==> config.mk <==
export PLATFORM = sky130hd
export DESIGN_NAME = ps2_scancode_rx
export DESIGN_NICKNAME = d
export VERILOG_FILES = /design/src/rtl/ps2_scancode_rx.sv
export SDC_FILE = /design/constraint.sdc
export NUM_CORES = 1
export LEC_CHECK = 0
export ABC_AREA = 0
export CORE_MARGIN = 1.5
export CORE_UTILIZATION = 52
export DETAILED_ROUTE_END_ITERATION = 12
export PLACE_DENSITY = 0.74
export SLEW_MARGIN = 10
export SYNTH_ARGS = -nofsm -noshare
export SYNTH_HDL_FRONTEND = slang
export SYNTH_SLANG_ARGS = --single-unit
==> constraint.sdc <==
create_clock -name Clock -period 2 [get_ports Clock]
set_clock_uncertainty 0.2 [all_clocks]
set_input_delay 0.6 -clock Clock [delete_from_list [all_inputs] [get_ports Clock]]
set_output_delay 0.6 -clock Clock [all_outputs]
set_load 0.02 [all_outputs]
==> src/rtl/ps2_scancode_rx.sv <==
// PS/2 device-to-host receiver on the system clock: synchronises and de-glitches the pins,
// assembles 11-bit frames and emits one make/break event per key with 0xF0/0xE0 prefixes folded in.
module ps2_scancode_rx #(
    parameter int FILTER_LEN     = 4,
    parameter int TIMEOUT_CYCLES = 5000
) (
    input  logic       Clock,
    input  logic       Reset,
    input  logic       PS2_CLK,
    input  logic       PS2_DATA,
    output logic [7:0] oScanCode,
    output logic       oBreak,
    output logic       oExtended,
    output logic       oValid,
    output logic       oError
);
    localparam int TW = $clog2(TIMEOUT_CYCLES + 1);

    typedef enum logic [1:0] {S_IDLE, S_DATA, S_PARITY, S_STOP} state_t;

    state_t         r_state;
    state_t         w_state_next;

    logic           r_clk_s1, r_clk_s2, r_dat_s1, r_dat_s2;
    logic           r_clk_filt, r_clk_filt_d;
    logic [3:0]     r_filt_cnt;
    logic [7:0]     r_shift;
    logic [2:0]     r_bitcnt;
    logic           r_parity;
    logic [TW-1:0]  r_to_cnt;
    logic           r_brk_pend, r_ext_pend;

    logic           w_fe, w_timeout, w_stop_fe, w_good;
    logic           w_valid_next, w_error_next, w_set_brk, w_set_ext;

    // Pins idle high, so synchronisers and the filtered clock reset to 1.
    always_ff @(posedge Clock or negedge Reset) begin
        if (!Reset) begin
            r_clk_s1     <= 1'b1;
            r_clk_s2     <= 1'b1;
            r_dat_s1     <= 1'b1;
            r_dat_s2     <= 1'b1;
            r_clk_filt   <= 1'b1;
            r_clk_filt_d <= 1'b1;
            r_filt_cnt   <= '0;
        end else begin
            r_clk_s1     <= PS2_CLK;
            r_clk_s2     <= r_clk_s1;
            r_dat_s1     <= PS2_DATA;
            r_dat_s2     <= r_dat_s1;
            r_clk_filt_d <= r_clk_filt;
            if (r_clk_s2 == r_clk_filt) begin
                r_filt_cnt <= '0;
            end else if (r_filt_cnt == 4'(FILTER_LEN - 1)) begin
                r_clk_filt <= ~r_clk_filt;
                r_filt_cnt <= '0;
            end else begin
                r_filt_cnt <= r_filt_cnt + 1'b1;
            end
        end
    end

    assign w_fe      = r_clk_filt_d & ~r_clk_filt;
    assign w_timeout = (r_state != S_IDLE) && !w_fe && (r_to_cnt == TW'(TIMEOUT_CYCLES - 1));
    assign w_stop_fe = w_fe && (r_state == S_STOP);
    assign w_good    = r_dat_s2 && ((^r_shift) ^ r_parity);

    always_ff @(posedge Clock or negedge Reset) begin
        if (!Reset) begin
            r_state <= S_IDLE;
        end else begin
            r_state <= w_state_next;
        end
    end

    always_comb begin
        w_state_next = r_state;
        if (w_fe) begin
            case (r_state)
                S_IDLE:   if (!r_dat_s2) w_state_next = S_DATA;
                S_DATA:   if (r_bitcnt == 3'd7) w_state_next = S_PARITY;
                S_PARITY: w_state_next = S_STOP;
                default:  w_state_next = S_IDLE;
            endcase
        end else if (w_timeout) begin
            w_state_next = S_IDLE;
        end
    end

    always_comb begin
        w_valid_next = w_stop_fe && w_good && (r_shift != 8'hF0) && (r_shift != 8'hE0);
        w_set_brk    = w_stop_fe && w_good && (r_shift == 8'hF0);
        w_set_ext    = w_stop_fe && w_good && (r_shift == 8'hE0);
        w_error_next = (w_stop_fe && !w_good) || w_timeout;
    end

    always_ff @(posedge Clock or negedge Reset) begin
        if (!Reset) begin
            r_shift    <= '0;
            r_bitcnt   <= '0;
            r_parity   <= 1'b0;
            r_to_cnt   <= '0;
            r_brk_pend <= 1'b0;
            r_ext_pend <= 1'b0;
            oScanCode  <= '0;
            oBreak     <= 1'b0;
            oExtended  <= 1'b0;
            oValid     <= 1'b0;
            oError     <= 1'b0;
        end else begin
            if (w_fe && r_state == S_IDLE && !r_dat_s2) begin
                r_bitcnt <= '0;
                r_shift  <= '0;
            end else if (w_fe && r_state == S_DATA) begin
                r_shift  <= {r_dat_s2, r_shift[7:1]};
                r_bitcnt <= r_bitcnt + 1'b1;
            end
            if (w_fe && r_state == S_PARITY) begin
                r_parity <= r_dat_s2;
            end

            // An fe in the same cycle as expiry clears the counter and suppresses the abort.
            if (r_state == S_IDLE || w_fe || w_timeout) begin
                r_to_cnt <= '0;
            end else begin
                r_to_cnt <= r_to_cnt + 1'b1;
            end

            if (w_set_brk) begin
                r_brk_pend <= 1'b1;
            end else if (w_valid_next || w_error_next) begin
                r_brk_pend <= 1'b0;
            end
            if (w_set_ext) begin
                r_ext_pend <= 1'b1;
            end else if (w_valid_next || w_error_next) begin
                r_ext_pend <= 1'b0;
            end

            oValid <= w_valid_next;
            oError <= w_error_next;
            if (w_valid_next) begin
                oScanCode <= r_shift;
                oBreak    <= r_brk_pend;
                oExtended <= r_ext_pend;
            end
        end
    end
endmodule

# ---- Yosys cells after proc, flatten, opt, wreduce, memory -nomap -nowiden
# Index checks and enable logic that the tools add are counted.
dict set report word_totals {
  ff_bits 51
  latchBits 0
  ramBits 0
  rom_bits 0
  in_bits 4
  output_inout_bits 12
  wordCells 84
  n_memories 0
}
dict set report classes {
  addsub 3
  mul 0
  n_div 0
  n_lt_le_gt_ge 0
  eq_ne 13
  shifts 0
  mux 15
  bitwise_logic 4
  n_reduce_logical 30
}
# op count
set ops {}
lappend ops {{8-bit == test, second input constant} 2}
lappend ops {{8-bit 2-to-1 mux} 2}
lappend ops {{8-bit != test, second input constant} 2}
lappend ops {{1-bit logical AND} 14}
lappend ops {{13-bit by 1-bit adder with 13-bit output, second input constant} 1}
lappend ops {{13-bit == test, second input constant} 1}
lappend ops {{13-bit 2-to-1 mux} 1}
lappend ops {{2-bit nonzero test} 5}
lappend ops {{2-bit 2-to-1 mux} 4}
lappend ops {{4-bit 2-to-1 mux} 2}
lappend ops {{8-bit XOR reduction} 1}
lappend ops {{3-bit 2-to-1 mux} 2}
lappend ops {{3-bit != test, second input constant} 2}
lappend ops {{2-bit one-hot mux with 3 select lines} 1}
lappend ops {{4-bit by 1-bit adder with 4-bit output, second input constant} 1}
lappend ops {{2-bit == test, second input constant} 2}
lappend ops {{4-bit by 2-bit == test with 1-bit output, second input constant} 1}
lappend ops {{1-bit logical OR} 4}
lappend ops {{3-bit by 1-bit adder with 3-bit output, second input constant} 1}
lappend ops {{3-bit == test, second input constant} 1}
lappend ops {{1-bit logical NOT} 3}
lappend ops {{1-bit 2-to-1 mux} 3}
lappend ops {{3-bit AND reduction} 1}
lappend ops {{2-bit by 1-bit == test with 1-bit output, second input constant} 1}
lappend ops {{other kinds (6)} 7}

# ---- Depth between registers and ports, before layout
# Gate-level depths: netlist of run 1.
dict set report depth {
  depth_word 9
  ltp_mapped 7
  ltp_nobuf 6
}

# ---- Least setup slack after synthesis of run 1
# No wires, ideal clock.
dict set report synth_timing {
  path_type {register to register}
  start {register r_shift[6]}
  end {register oBreak}
  arrival_time_ps 1829
  slack_ps -154
  stages_incl_launch_ff 7
  path_buffers 1
  period_less_slack_ps 2154
  cell_sequence {dfrtp_1 -> ha_1 -> xnor2_1 -> xnor3_2 -> nand3_2 -> buf_12 -> mux2_4}
}
dict set report synth_via {
  elab_chain_cells 6
  word_cells_on_any_way 8
}
# element line
set synth_rtl {}
lappend synth_rtl {{start: declaration} 27} ;# logic [7:0] r_shift;
lappend synth_rtl {{start signal: assignment} 115} ;# r_shift <= {r_dat_s2, r_shift[7:1]};
lappend synth_rtl {{8-bit XOR reduction} 66} ;# assign w_good = r_dat_s2 && ((^r_shift) ^ r_parity);
lappend synth_rtl {{1-bit bitwise XOR} 66}
lappend synth_rtl {{1-bit logical AND} 66}
lappend synth_rtl {{1-bit logical AND (2 in series)} 91} ;# w_valid_next = w_stop_fe && w_good && (r_shift != 8'hF0) && (r_shift != 8'hE0);
lappend synth_rtl {{1-bit logical AND (*)} 91}
lappend synth_rtl {{end signal: assignment} 144} ;# oBreak <= r_brk_pend;
lappend synth_rtl {{end: declaration} 12} ;# output logic oBreak,
# Mark *: on every way between the ends. The rest lies on a longest branch, timed or not.
# A chain may end at the register's enable or synchronous reset.

# ---- Final worst setup path of run 1
dict set report layout_timing {
  start {register r_shift[6]}
  end {register oScanCode[4]}
}
dict set report layout_via {
  elab_chain_cells 6
  word_cells_on_any_way 8
}
# element line
set layout_rtl {}
lappend layout_rtl {{8-bit XOR reduction} 66}
lappend layout_rtl {{1-bit bitwise XOR} 66}
lappend layout_rtl {{1-bit logical AND} 66}
lappend layout_rtl {{1-bit logical AND (2 in series)} 91}
lappend layout_rtl {{1-bit logical AND (*)} 91}
lappend layout_rtl {{end signal: assignment} 143} ;# oScanCode <= r_shift;
lappend layout_rtl {{end: declaration} 11} ;# output logic [7:0] oScanCode,
# Marked as above.

==> impl_metrics.csv, run 1 <==
group,metric,value,unit
yosys,post_synth_most_frequent_cells,"45 x sky130_fd_sc_hd__dfrtp_1, 26 x sky130_fd_sc_hd__nand2_1, 20 x sky130_fd_sc_hd__nor2_1",
pwr,power-per-cell-area,1150,mW/mm^2
yosys,synth-edff-count,0,
global_routing,grt_pass1_vias,1626,
finish,net_count_reported_at_finish,264,
worst_setup_path,critical_path_required,1.98,ns
cts,clk_pin_slew,0.09,ns
cts,clockRootBuffer,"sky130_fd_sc_hd__clkbuf_8",
floorplanning,io_pins,16,
routing,detailedRoute.firstPassIterationCount,4,
run,drv_cap,0,
finish,register_area,0.00128,mm^2
yosys,yosysWarningCount,0,
routing,dr_total_vias,1583,
placed_design,port_buffers,15,
global_routing,grt_use_total,18.0,%
global_routing,antenna_found_initial,0,
routing,met1_length,1.95,mm
placed_design,gpl.final_weighted_congestion,0.804,
status,status,"finished, violations left",
min_path,hold_path.class,"input pin to asynchronous set/reset pin",
pwr,ir_worst_vdd,0.626,mV
yosys,synth.lib_cells_used.distinct,34,
sta,final-setup-viol-count,13,
cts,source_to_sink_clock_delay_at_the_later_pin_of_the_worst_skew_pair,0.30,ns
finish,finalNonFillerCells,300,
yosys,mappedNetlistNets,231,
global_routing,maximum_number_of_pins_on_one_net_before_global_route_repair,52,
finish,antenna_cells_inserted,0,
finish,finalCoreUtilization,66.0,%
yosys,synth_area,0.00242,mm^2
cts,cts_inserted_buffers,5,
sta,unrepaired_setup_endpoints_after_global_routing,"true",
yosys,ys_ff_latch,51,
sta,fin_crit_sh,106,%
sta,report.final.slew_viol_count,0,
cts,cts_buffer_depth,2,
finish,fill_cells,331,
cts,htreeDepth,2,
worst_setup_path,worstSetupPathType,"flip-flop to flip-flop",
placed_design,numPlacedInstances,292,
floorplanning,initial_core_util,54.8,%
sta,achievable-frequency,473,MHz
routing,antenna_violating_nets_left,0,
yosys,ys_async_sr_fraction,100,%
floorplanning,floorplan.die.width,71.2,um
pwr,p_leak,1.38,nW
routing,routed_wire_length_per_instance,13.6,um
floorplanning,coreArea,0.00441,mm^2
sta,timing_hold_violations_final,0,
yosys,synth_seq_area_share,53.1,%
cts,cts_tree,"yes",
routing,routed-wl-met2,1.97,mm
worst_setup_path,arrival_time_at_the_worst_endpoint,2.10,ns
floorplanning,dieHeight,71.2,um
pwr,total_power,3.34,mW
yosys,synthFlopType,"sky130_fd_sc_hd__dfrtp_1",
routing,detail_route.drc_violations,0,
sta,final.min_clock_period,2.11,ns
routing,vias_per_cell,5.28,
sta,max_slew.worst_pin.slew,0.501,ns
finish,syn_to_final_growth,20.5,%
global_routing,globalRouteOverflowTotal,0,
cts,tritoncts_num_sinks,51,
status,violations,"negative setup slack",
yosys,ys_top_cells_by_area,"sky130_fd_sc_hd__dfrtp_1 47%, sky130_fd_sc_hd__ha_1 6.7%, sky130_fd_sc_hd__dfstp_2 6.5%, sky130_fd_sc_hd__mux2_4 5.6%, sky130_fd_sc_hd__xnor2_1 4.3%",
finish,final_layout_size_suffix_gt1_share,23.0,%
sta,hold_ws,0.0648,ns
worst_setup_path,critPathLaunchType,"flip-flop",
global_routing,grt_first_pass_wirelength,7.23,mm
worst_setup_path,end_kind,"flip-flop",
yosys,syn_area_per_cell,11.3,um^2
worst_setup_path,crit_path_max_fanout,8,
yosys,netlist.area_leader.share,46.5,%
finish,multi_input_comb_area,0.00113,mm^2
yosys,post-synth-top-area-cell,"sky130_fd_sc_hd__dfrtp_1",
sta,slew_headroom,66.6,%
yosys,syn-instance-count,214,
yosys,post-synth-top-count-cell,"sky130_fd_sc_hd__dfrtp_1",
placed_design,dp.final_hpwl,2.84,mm
floorplanning,die-area,0.00507,mm^2
routing,top_signal_layer_used,"met4",
routing,wl_met3,113,um
sta,fin_ws,-0.113,ns
routing,wirelength,4.09,mm
floorplanning,core.rowCount,24,
cts,hold_buffers,0,
routing,detailedRoute.firstIterationViolations,86,
-- layout by cell type (no fill, tap or decap), drive strengths merged --
cell type      instances
xnor2                 12
bufinv                 1
a41oi                  2
nand3b                 1
a21oi                 11
and3                   5
nor3b                  2
nand2b                 2
xor2                   4
o31ai                  4
clkdlybuf4s50          2
buf                   17
a221oi                 1
nand4b                 2
nand3                  7
clkinv                 1
dfrtp                 45
clkbuf                 6
dfstp                  6
inv                   11
o21ai                  2
and2                   2
nor4b                  3
dlygate4sd2           12
nor2                  20
nand2                 26
xnor3                  1
ha                    13
nor2b                  2
or2                    1
nand4                  5
nor3                   7
mux2                  12
-- area by class of cell --
cell class | count | share of cell area (%)
flip-flops and latches | 51 | 44.0
clock inverters | 2 | 1.20
clock buffers | 6 | 2.83
well taps | 52 | 2.23
multi-input cells | 147 | 38.8
inverters | 11 | 1.42
repair buffers | 31 | 9.44
-- worst max-delay path, stage by stage (launching register included) --
cell	delay, ns
sky130_fd_sc_hd__dfrtp_1	0.42
sky130_fd_sc_hd__ha_4	0.26
sky130_fd_sc_hd__xnor2_2	0.16
sky130_fd_sc_hd__xnor3_2	0.40
sky130_fd_sc_hd__nand3_4	0.12
sky130_fd_sc_hd__buf_12	0.13
sky130_fd_sc_hd__mux2_4	0.30
-- timing repair --
item	in CTS	in global routing
gates resized for setup	20	2
setup endpoints to repair	25	13
pin swaps	3	1
buffers inserted	0	0
-- metrics by stage --
step	instance area (um^2)	worst slack (ns)	setup TNS, ns
after floorplan	2420	-0.137	-1.26
after global placement	2740	-0.0946	-0.834
after detailed placement	2740	-0.173	-1.63
after CTS	2900	-0.128	-1.08
after global routing	2920	-0.180	-1.80
final	2920	-0.113	-0.937
-- metal layers --
metal / GRT usage, % / up-vias
li1: - / 797
met1: 24.6 / 756
met2: 28.8 / 25
met3: 4.22 / 5
met4: 5.45 / 0
met5: 0 / -
-- report_power, final --
part / internal, mW / switching [mW] / total, mW
clock network: 0.405 / 0.320 / 0.725
registers: 1.22 / 0.144 / 1.37
logic: 0.602 / 0.647 / 1.25
-- flip-flops by register name (all words and copies together), names as in the netlist --
name and count:
oExtended 1, r_clk_s2 1, r_shift 8, r_ext_pend 1
r_dat_s1 1, r_state 2, oValid 1, oError 1
r_bitcnt 3, r_clk_filt 1, r_clk_s1 1, r_filt_cnt 4
oScanCode 8, r_brk_pend 1, oBreak 1, r_dat_s2 1
r_parity 1, r_to_cnt 13, r_clk_filt_d 1
-- path summary, 6_finish.rpt --
path                                              from                        to  slack [ns]  cells past startpoint
max in group asynchronous                        Reset        r_clk_s1$_DFF_PN1_        1.24                      2
worst max-delay path            r_shift[6]$_DFFE_PN0P_  oScanCode[4]$_DFFE_PN0P_       -0.11                      6
worst min-delay path                             Reset          oError$_DFF_PN0_        0.06                      2
worst min register to register      r_clk_s1$_DFF_PN1_        r_clk_s2$_DFF_PN1_        0.15                      0
min in group Clock                  r_clk_s1$_DFF_PN1_        r_clk_s2$_DFF_PN1_        0.15                      0
worst max register to register  r_shift[6]$_DFFE_PN0P_  oScanCode[4]$_DFFE_PN0P_       -0.11                      6
-- kinds of logic after synthesis --
logic type	count (synthesis)	share of synthesized area [%]
buffers and inverters	16	3.26
AOI/OAI and AO/OA	20	5.02
xor gates and xnor gates	17	6.77
adders and majority gates	13	6.72
DFF	51	53.1
and+or+nand+nor	85	18.2
muxes	12	6.98
Power figures use the tool's default switching activity.
==> run 2, diff against run 1 <==
Settings changed: CAP_MARGIN set to 10, CTS_CLUSTER_SIZE set to 16, HOLD_SLACK_MARGIN set to 0.06.
==> results of run 2 <==
Final layout, timing and power as in run 1 (identical DEF).
